[src/rtl/spidac_slave_mcp4921.sv]
`default_nettype none
// ============================================================================
//  Module     : spidac_slave_mcp4921
//  Description: MCP4921-style SPI DAC responder. Receives 16-bit write frames
//               on SCK/nCS/SDI, applies nLDAC latch semantics and exposes the
//               decoded DAC state on ports and through an 8-bit register window.
//               Optional macro SPIDAC_SLAVE_STATS_EN adds an accepted-frame
//               counter (offset 3) and a saturating error counter (STATUS[6:4]).
//  Revision   : 1.0 - initial release
// ============================================================================
module spidac_slave_mcp4921 #(
  parameter int                    DATA_WIDTH = 8,
  parameter logic [DATA_WIDTH-1:0] BASE_ADDR  = 8'h30,
  parameter int                    FRAME_BITS = 16
) (
  input  logic                  clk,
  input  logic                  nRES,
  input  logic                  we,
  input  logic [DATA_WIDTH-1:0] addr,
  input  logic [DATA_WIDTH-1:0] data_in,
  output logic [DATA_WIDTH-1:0] data_out,
  input  logic                  SCK,
  input  logic                  nCS,
  input  logic                  SDI,
  input  logic                  nLDAC,
  output logic [11:0]           dac_value,
  output logic                  buf_en,
  output logic                  gain_1x,
  output logic                  active,
  output logic                  update,
  output logic                  frame_err
);

  localparam logic [4:0] FRAME_CNT = 5'(FRAME_BITS);
  localparam logic [DATA_WIDTH-1:0] OFF_STATUS = DATA_WIDTH'(0);
  localparam logic [DATA_WIDTH-1:0] OFF_DAC_LO = DATA_WIDTH'(1);
  localparam logic [DATA_WIDTH-1:0] OFF_DAC_HI = DATA_WIDTH'(2);
  localparam logic [DATA_WIDTH-1:0] OFF_RSVD   = DATA_WIDTH'(3);

  typedef enum logic [1:0] {
    ST_IDLE  = 2'd0,
    ST_SHIFT = 2'd1,
    ST_CHECK = 2'd2
  } state_t;

  state_t          state;
  logic [15:0]     shreg;
  logic [4:0]      bit_cnt;
  logic [14:0]     in_reg;
  logic            pending;
  logic [2:0]      sck_p, ncs_p, sdi_p, nldac_p;   // [0],[1] synchronizer, [2] history
  logic [DATA_WIDTH-1:0] off;
  logic [DATA_WIDTH-1:0] rd_data;

  // Register-window decode; writes act on the next clk edge
  assign off = addr - BASE_ADDR;
  logic wr_status, soft_rst, clr_err;
  assign wr_status = we && (off == OFF_STATUS);
  assign soft_rst  = wr_status && data_in[7];
  assign clr_err   = wr_status && data_in[0];

  logic unused_din;
  assign unused_din = ^data_in[6:1];

  // Edge detection on synchronized pins
  logic sck_rise, ncs_fall, ncs_rise, nldac_fall, nldac_low, sdi_bit;
  assign sck_rise   =  sck_p[1] & ~sck_p[2];
  assign ncs_fall   = ~ncs_p[1] &  ncs_p[2];
  assign ncs_rise   =  ncs_p[1] & ~ncs_p[2];
  assign nldac_fall = ~nldac_p[1] & nldac_p[2];
  assign nldac_low  = ~nldac_p[1];
  assign sdi_bit    =  sdi_p[1];

  // Frame qualification in the CHECK state
  logic check_now, count_ok, accept, err_now;
  assign check_now = (state == ST_CHECK);
  assign count_ok  = (bit_cnt == FRAME_CNT);
  assign accept    = check_now && count_ok && !shreg[15];
  assign err_now   = check_now && !count_ok;

  // Two-flop synchronizers plus history flop for each asynchronous pin
  always_ff @(posedge clk or negedge nRES) begin
    if (!nRES) begin
      sck_p   <= '0;
      ncs_p   <= '0;
      sdi_p   <= '0;
      nldac_p <= '0;
    end else if (soft_rst) begin
      sck_p   <= '0;
      ncs_p   <= '0;
      sdi_p   <= '0;
      nldac_p <= '0;
    end else begin
      sck_p   <= {sck_p[1:0],   SCK};
      ncs_p   <= {ncs_p[1:0],   nCS};
      sdi_p   <= {sdi_p[1:0],   SDI};
      nldac_p <= {nldac_p[1:0], nLDAC};
    end
  end

  // Frame FSM, input register, pending flag and DAC output latch
  always_ff @(posedge clk or negedge nRES) begin
    if (!nRES) begin
      state     <= ST_IDLE;
      shreg     <= '0;
      bit_cnt   <= '0;
      in_reg    <= '0;
      pending   <= 1'b0;
      dac_value <= '0;
      buf_en    <= 1'b0;
      gain_1x   <= 1'b0;
      active    <= 1'b0;
      update    <= 1'b0;
      frame_err <= 1'b0;
    end else if (soft_rst) begin
      state     <= ST_IDLE;
      shreg     <= '0;
      bit_cnt   <= '0;
      in_reg    <= '0;
      pending   <= 1'b0;
      dac_value <= '0;
      buf_en    <= 1'b0;
      gain_1x   <= 1'b0;
      active    <= 1'b0;
      update    <= 1'b0;
      frame_err <= 1'b0;
    end else begin
      update <= 1'b0;
      case (state)
        ST_IDLE: begin
          if (ncs_fall) begin
            state   <= ST_SHIFT;
            shreg   <= '0;
            bit_cnt <= '0;
          end
        end
        ST_SHIFT: begin
          if (sck_rise) begin
            shreg <= {shreg[14:0], sdi_bit};
            if (bit_cnt != 5'd31) bit_cnt <= bit_cnt + 5'd1;
          end
          if (ncs_rise) state <= ST_CHECK;
        end
        ST_CHECK: state <= ST_IDLE;
        default:  state <= ST_IDLE;
      endcase

      // A frame error set in CHECK wins over a simultaneous clear request
      if (err_now)      frame_err <= 1'b1;
      else if (clr_err) frame_err <= 1'b0;

      if (accept) in_reg <= shreg[14:0];

      // Transparent latch of a new frame takes priority over an older pending one
      if (accept && nldac_low) begin
        dac_value <= shreg[11:0];
        active    <= shreg[12];
        gain_1x   <= shreg[13];
        buf_en    <= shreg[14];
        update    <= 1'b1;
        pending   <= 1'b0;
      end else if (accept) begin
        pending   <= 1'b1;
      end else if (nldac_fall && pending) begin
        dac_value <= in_reg[11:0];
        active    <= in_reg[12];
        gain_1x   <= in_reg[13];
        buf_en    <= in_reg[14];
        update    <= 1'b1;
        pending   <= 1'b0;
      end
    end
  end

`ifdef SPIDAC_SLAVE_STATS_EN
  logic [7:0] frame_cnt;
  logic [2:0] err_cnt;
  logic       wr_rsvd;
  assign wr_rsvd = we && (off == OFF_RSVD);

  // Accepted-frame (wrapping) and frame-error (saturating) counters
  always_ff @(posedge clk or negedge nRES) begin
    if (!nRES) begin
      frame_cnt <= '0;
      err_cnt   <= '0;
    end else if (soft_rst || wr_rsvd) begin
      frame_cnt <= '0;
      err_cnt   <= '0;
    end else begin
      if (accept) frame_cnt <= frame_cnt + 8'd1;
      if (err_now && err_cnt != 3'd7) err_cnt <= err_cnt + 3'd1;
    end
  end
`endif

  // Read multiplexer; unmapped offsets return zero
  always_comb begin
    rd_data = '0;
    case (off)
      OFF_STATUS: begin
        rd_data[0] = frame_err;
        rd_data[1] = pending;
        rd_data[2] = (state != ST_IDLE);
`ifdef SPIDAC_SLAVE_STATS_EN
        rd_data[6:4] = err_cnt;
`endif
      end
      OFF_DAC_LO: rd_data[7:0] = dac_value[7:0];
      OFF_DAC_HI: rd_data[7:0] = {active, gain_1x, buf_en, 1'b0, dac_value[11:8]};
      OFF_RSVD: begin
`ifdef SPIDAC_SLAVE_STATS_EN
        rd_data[7:0] = frame_cnt;
`else
        rd_data = '0;
`endif
      end
      default: rd_data = '0;
    endcase
  end

  // Registered read data, one clk after the address
  always_ff @(posedge clk or negedge nRES) begin
    if (!nRES)         data_out <= '0;
    else if (soft_rst) data_out <= '0;
    else               data_out <= rd_data;
  end

endmodule
`default_nettype wire

[config.mk]
export PLATFORM = sky130hd
export DESIGN_NAME = spidac_slave_mcp4921
export DESIGN_NICKNAME = d
export VERILOG_FILES = /design/src/rtl/spidac_slave_mcp4921.sv
export SDC_FILE = /design/constraint.sdc
export NUM_CORES = 1
export LEC_CHECK = 0
export ABC_AREA = 1
export BUFFER_PORTS_ARGS = -buffer_cell sky130_fd_sc_hd__clkbuf_2
export CAP_MARGIN = 20
export CORE_MARGIN = 4
export CORE_UTILIZATION = 45
export CTS_CLUSTER_SIZE = 30
export DETAILED_ROUTE_END_ITERATION = 10
export GPL_TIMING_DRIVEN = 0
export PLACE_DENSITY = 0.74
export SYNTH_ARGS = -nofsm -noshare
export SYNTH_HDL_FRONTEND = slang
export SYNTH_SLANG_ARGS = --single-unit
export TNS_END_PERCENT = 5
[constraint.sdc]
create_clock -name clk -period 3.12 [get_ports clk]
set_input_delay 0.312 -clock clk [delete_from_list [all_inputs] [get_ports clk]]
set_output_delay 0.312 -clock clk [all_outputs]
set_load 0.1 [all_outputs]
After elaboration in Yosys (flattened, before gate mapping):

Cells that the tools add are included.

* bits in registers: 75
* output and inout port bits: 25
* logic and storage cells: 108

* muxes and demuxes: 49
* reductions and logical operators: 22
* bitwise operators: 8
* add/subtract/negate cells: 2
* equality and inequality tests: 11

Operators by type and width (number)
* 2-to-1 mux 12 bit: 4
* 2-to-1 mux 16 bit: 3
* one-hot mux 16 bit (2 select lines): 1
* 2-to-1 mux 15 bit: 2
* 2-to-1 mux 1 bit: 23
* 2-to-1 mux 5 bit: 4
* one-hot mux 5 bit (2 select lines): 2
* inequality test 3 bit (second input constant): 4
* 2-to-1 mux 3 bit: 3
* one-hot mux 3 bit (3 select lines): 1
* nonzero test 3 bit: 3
* == test 8 x 1 -> 1 bit (second input constant): 1
* == test 8 x 2 -> 1 bit (second input constant): 1
* logical AND 1 bit: 8
* logical NOT 8 bit: 1
* 2-to-1 mux 2 bit: 4
* 2-to-1 mux 8 bit: 1
* subtractor 8 x 6 -> 8 bit (second input constant): 1
* adder 5 x 1 -> 5 bit (second input constant): 1
* == test 5 bit (second input constant): 1
* inequality test 5 bit (second input constant): 1
* bitwise AND 1 bit: 4
* NOT 1 bit: 4
* one-hot mux 2 bit (2 select lines): 1
* other kinds (10): 13

Depth between registers and ports, before layout:

* word-level depth: 7
* mapped depth: 10
* gate-level depth less buffers: 10

Worst setup path before layout:

Ideal clock, no wire load.

* kind: register -> register
* from: reg bit_cnt[0]
* to: reg dac_value[3]
* period minus slack after synthesis: 1.527 ns
* path slack: 1.593 ns
* buffers on the path: 1
* arrival: 1.408 ns
* cell stages (with the launch flop): 11
* cells stage by stage: dfrtp_1 -> inv_1 -> ha_1 -> nand3_1 -> nor2_4 -> nand2_4 -> nand2_4 -> nor2_4 -> buf_4 -> nand2_1 -> nand2_1

* cells in the longest elaborated chain, start to end: 6
* elaborated cells between the ends (all ways): 9
* classes of those cells: eq/ne: 2; mux: 2; reduce/logical: 5

Ends and longest elaborated chain
* from (decl): RTL line 48 `logic [4:0] bit_cnt;`
* from (signal assigned): RTL line 140 `if (bit_cnt != 5'd31) bit_cnt <= bit_cnt + 5'd1;`
* == test 5 bit *: RTL line 77 `assign count_ok = (bit_cnt == FRAME_CNT);`
* logical AND 1 bit * (2 in a row): RTL line 78 `assign accept = check_now && count_ok && !shreg[15];`
* logical AND 1 bit: RTL line 155 `if (accept && nldac_low) begin`
* inequality test 3 x 2 -> 1 bit (no source line) (tied with other cells)
* AND reduction 2 bit (no source line) / 2-to-1 mux 12 bit (equally long branches)
* to (signal assigned): RTL line 156 `dac_value <= shreg[11:0];`
* to (signal assigned): RTL line 165 `dac_value <= in_reg[11:0];`
* to (decl): RTL line 26 `output logic [11:0] dac_value,`

Every way passes the cells marked *; elsewhere a longest branch is shown, timed or not.
A chain may end at the register's enable or synchronous reset.

Worst setup path in the final report:

* from: reg bit_cnt[0]
* to: reg in_reg[5]

* cells in the longest elaborated chain, start to end: 4

Ends and longest elaborated chain
* == test 5 bit: RTL line 77
* logical AND 1 bit (2 in a row): RTL line 78
* nonzero test 2 bit (no source line)
* to (signal assigned): RTL line 152 `if (accept) in_reg <= shreg[14:0];`
* to (decl): RTL line 49 `logic [14:0] in_reg;`

No other way between the ends.

==> impl_summary.txt <==
----------------------------------------------------
[Synth]
  Mean cell area of the mapped netlist ... 8.49 sq um
  Synth Instances ... 426
  Post-synthesis cell type with the largest combined area ... dfrtp_1
  Fraction of the mapped netlist area in simple logic gates ... 30.3%
  Portion of the post-synthesis area used by sequential elements ... 51.9%
  Distinct cells, synth ... 27
  Portion of netlist area occupied by mux cells ... 0%
  Number of nets produced by synthesis ... 452
  Area share of the largest cell type after synthesis ... 51.9%
  Post-synthesis xor/xnor area fraction ... 0%
  Share of synthesized cell area in full adder, half adder and majority cells ... 1.04%
  Total of warnings raised by yosys ... 0
  Count of state elements after synthesis ... 75
  Combinational family with the most area after synthesis ... simple AND/OR/NAND/NOR gates
  Area contributors post-synth ... dfrtp_1 (52%), nand2_1 (15%), nand3_1 (8.6%)
  Netlist area before placement ... 3620 sq um
  Complex-gate fraction of the synthesized area ... 8.03%

[Global route]
  Initial antenna violation count ... 0
  Via count of the first global-routing pass ... 2901
  Maximum number of pins on one net before global-route repair ... 59
  Global-route wire length before repair ... 13800 microns
  Combined global-route utilization of all metal layers ... 17.9%
  Remaining global-route overflow ... 0

[Die]
  Number of cell rows ... 32
  Total die area ... 9530 sq um
  Initial Utilization ... 46.6%
  Vert. Die Dim ... 97.6 microns
  Width of the die ... 97.6 microns
  Core area ... 7770 sq um
  Ports ... 48

[STA]
  Hold_ws ... 0.141 ns
  Period minus WS final ... 1.88 ns
  Maximum operating frequency ... 532 MHz
  Number of setup violations in the final report ... 0
  Number of failing hold endpoints at the final stage ... 0
  Unrepaired setup endpoints after global routing ... false
  Max-slew headroom ... 63.3%
  Ratio of final minimum period to clock period ... 60.3%
  Final count of pins violating max slew ... 0
  Slew at the pin closest to its max-slew limit ... 0.553 ns
  Worst clock skew ... 0.00890 ns
  Sum of negative setup slack ... 0 ns

[Setup path]
  Setup slack on the worst flop-to-flop path ... 1.24 ns
  Worst flop-to-flop path endpoint ... in_reg[5]
  CP Class ... reg2reg
  Ordered list of cells on the worst path ... inv_1 > ha_1 > nand3_1 > nor2_4 > inv_1 > nand2_1 > inv_1 > nand2_1 > nand2_1
  Critical path peak fanout ... 8
  Crit path max-delay cell type ... dfrtp_1
  Worst path max stage delay ... 0.45 ns
  Kind of start point of the critical path ... flip-flop
  Data required time of the critical path ... 3.36 ns
  Origin of the critical flop-to-flop path ... bit_cnt[0]
  WP data arrival ... 2.12 ns
  Largest delay contributor family on the critical path ... simple AND/OR/NAND/NOR gates
  Worst setup EP type ... flip-flop
  Worst path buffer plus inverter count ... 3
  Worst reg-to-reg path cell count ... 9

[Status]
  Result of the run ... finished clean

[CTS]
  H-tree levels ... 3
  Cell at the root of the clock tree ... clkbuf_8
  Clock sink count ... 75
  Clock edge transition at the registers on the reported setup and hold paths ... 0.08 ns
  Setup bufs post-CTS ... 0
  Bufs on Longest Clock Path ... 2
  Number of clock buffers inserted by TritonCTS ... 9
  CTS tree ... done
  Clock latency on the worst-skew pair ... 0.35 ns

[Power and ir drop]
  Maximum ir drop on the vdd rail ... 0.000271 V
  Pleak ... 2.33 nW
  Power Dens Cells ... 570 nW/um^2

[Drt]
  Final Routed Wirelength ... 8000 microns
  DRT iter0 DRCs ... 196
  Vias per std cell ... 5.06
  Mean routed wirelength per cell ... 13.6 microns
  Via Count ... 2970
  First-pass iteration count of the detailed router ... 4
  Remaining routing DRC violations ... 0
  Antenna violation net count after detailed routing ... 0

[Finish]
  Share of final-layout standard cells stronger than drive strength 1 ... 20.8%
  Count of fill cells added during filler insertion ... 742
  Flip-flop count of the largest register, all copies and words added ... 16
  Most frequent standard cell in the layout excluding fill and tap cells ... nand2_1
  Number of antenna cells inserted ... 0
  # nets final ... 506
  Area delta synth->final ... 15.7%
  Most frequent cells in the layout ... nand2_1 (140), dfrtp_1 (75), nand3_1 (62), inv_1 (48), clkbuf_2 (40)

[Place]
  Port-buffer cells ... 41
  RePlAce Congestion ... 0.829
  Detail Placement HPWL ... 5720 microns

[Run]
  Count of maximum capacitance violations ... 0

[Hold path]
  Launch instance of the worst min-delay path ... SCK
  Classification of the worst-slack hold path ... in2reg
  Endpoint of the worst hold path ... sck_p[0]
  Number of stages on the worst hold path ... 3

----------------------------------------------------
## logic make-up after synthesis
kind of cell	Yosys count
AO/OA/AOI/OAI	39
buffers and inverters	68
adder cells (fa/ha/maj)	3
AND/OR/NAND/NOR	241
flip-flops	75
## worst max-delay path by stage
stage	cells after the start	start	slack, ns	end
6_report	9	bit_cnt[0]	1.24	in_reg[5]
4_1_cts	9	bit_cnt[0]	1.25	in_reg[11]
2_1_floorplan	10	bit_cnt[0]	1.59	dac_value[3]
3_3_place_gp	1	nRES	1.08	in_reg[1]
5_1_grt	9	bit_cnt[0]	1.11	in_reg[4]
3_5_place_dp	9	bit_cnt[0]	1.30	in_reg[11]
## power breakdown
group	switching, W	internal, W	total (W)
registers	0.0000561	0.00102	0.00108
clock network	0.000356	0.000387	0.000744
logic	0.000390	0.000173	0.000564
total	0.000803	0.00158	0.00238
## metal layers
metal / part of all wire (%) / global-route usage (%) / up-vias
met1: 46 / 23.3 / 1417
li1: - / - / 1465
met4: 1.2 / 7.67 / 0
met5: 0 / 0 / -
met3: 6.3 / 4.24 / 10
met2: 47 / 28.5 / 78
## final cells by class
cell class | count | area (sq um) | share of cell area [%]
repair buffers | 43 | 245 | 5.86
plain buffers | 17 | 125 | 2.99
well taps | 102 | 128 | 3.05
clock inverters | 5 | 52.6 | 1.26
clock buffers | 11 | 141 | 3.38
inverters | 51 | 191 | 4.58
multi-input cells | 283 | 1420 | 34.0
flip-flops and latches | 75 | 1880 | 44.9
## worst reg2reg max path, stage by stage, from the launching register on
cell and delay (ns):
dfrtp_1 0.45, inv_1 0.09, ha_1 0.14, nand3_1 0.13, nor2_4 0.23, inv_1 0.12
nand2_1 0.25, inv_1 0.21, nand2_1 0.10, nand2_1 0.05
## through the flow
stage	util, %	total power (W)	std cells	setup WS [ns]	area (sq um)
CTS	53.8	0.00240	587	1.25	4180
global route	53.8	0.00251	587	1.11	4180
floorplan	-	0.00151	426	1.59	3620
finish	53.8	0.00238	587	1.24	4180
detailed placement	51.2	0.00166	570	1.30	3980
global placement	50.8	0.00163	569	1.08	3950
## synth_stat cells (all sizes together)
library cell / instances
a21oi: 1
nor2: 23
nor3b: 1
nand2: 145
buf: 15
a21boi: 1
clkinv: 2
a22o: 4
o21ai: 26
nand4: 7
inv: 49
clkbuf: 2
ha: 3
dfrtp: 75
nand3: 65
o21a: 7
## timing repair
item                       4_1_cts  5_1_grt
hold buffers                     1        0
hold endpoints to repair        17        0
resized for setup                0        0
setup endpoints to repair        0        0
Power figures use the tool's default switching activity.
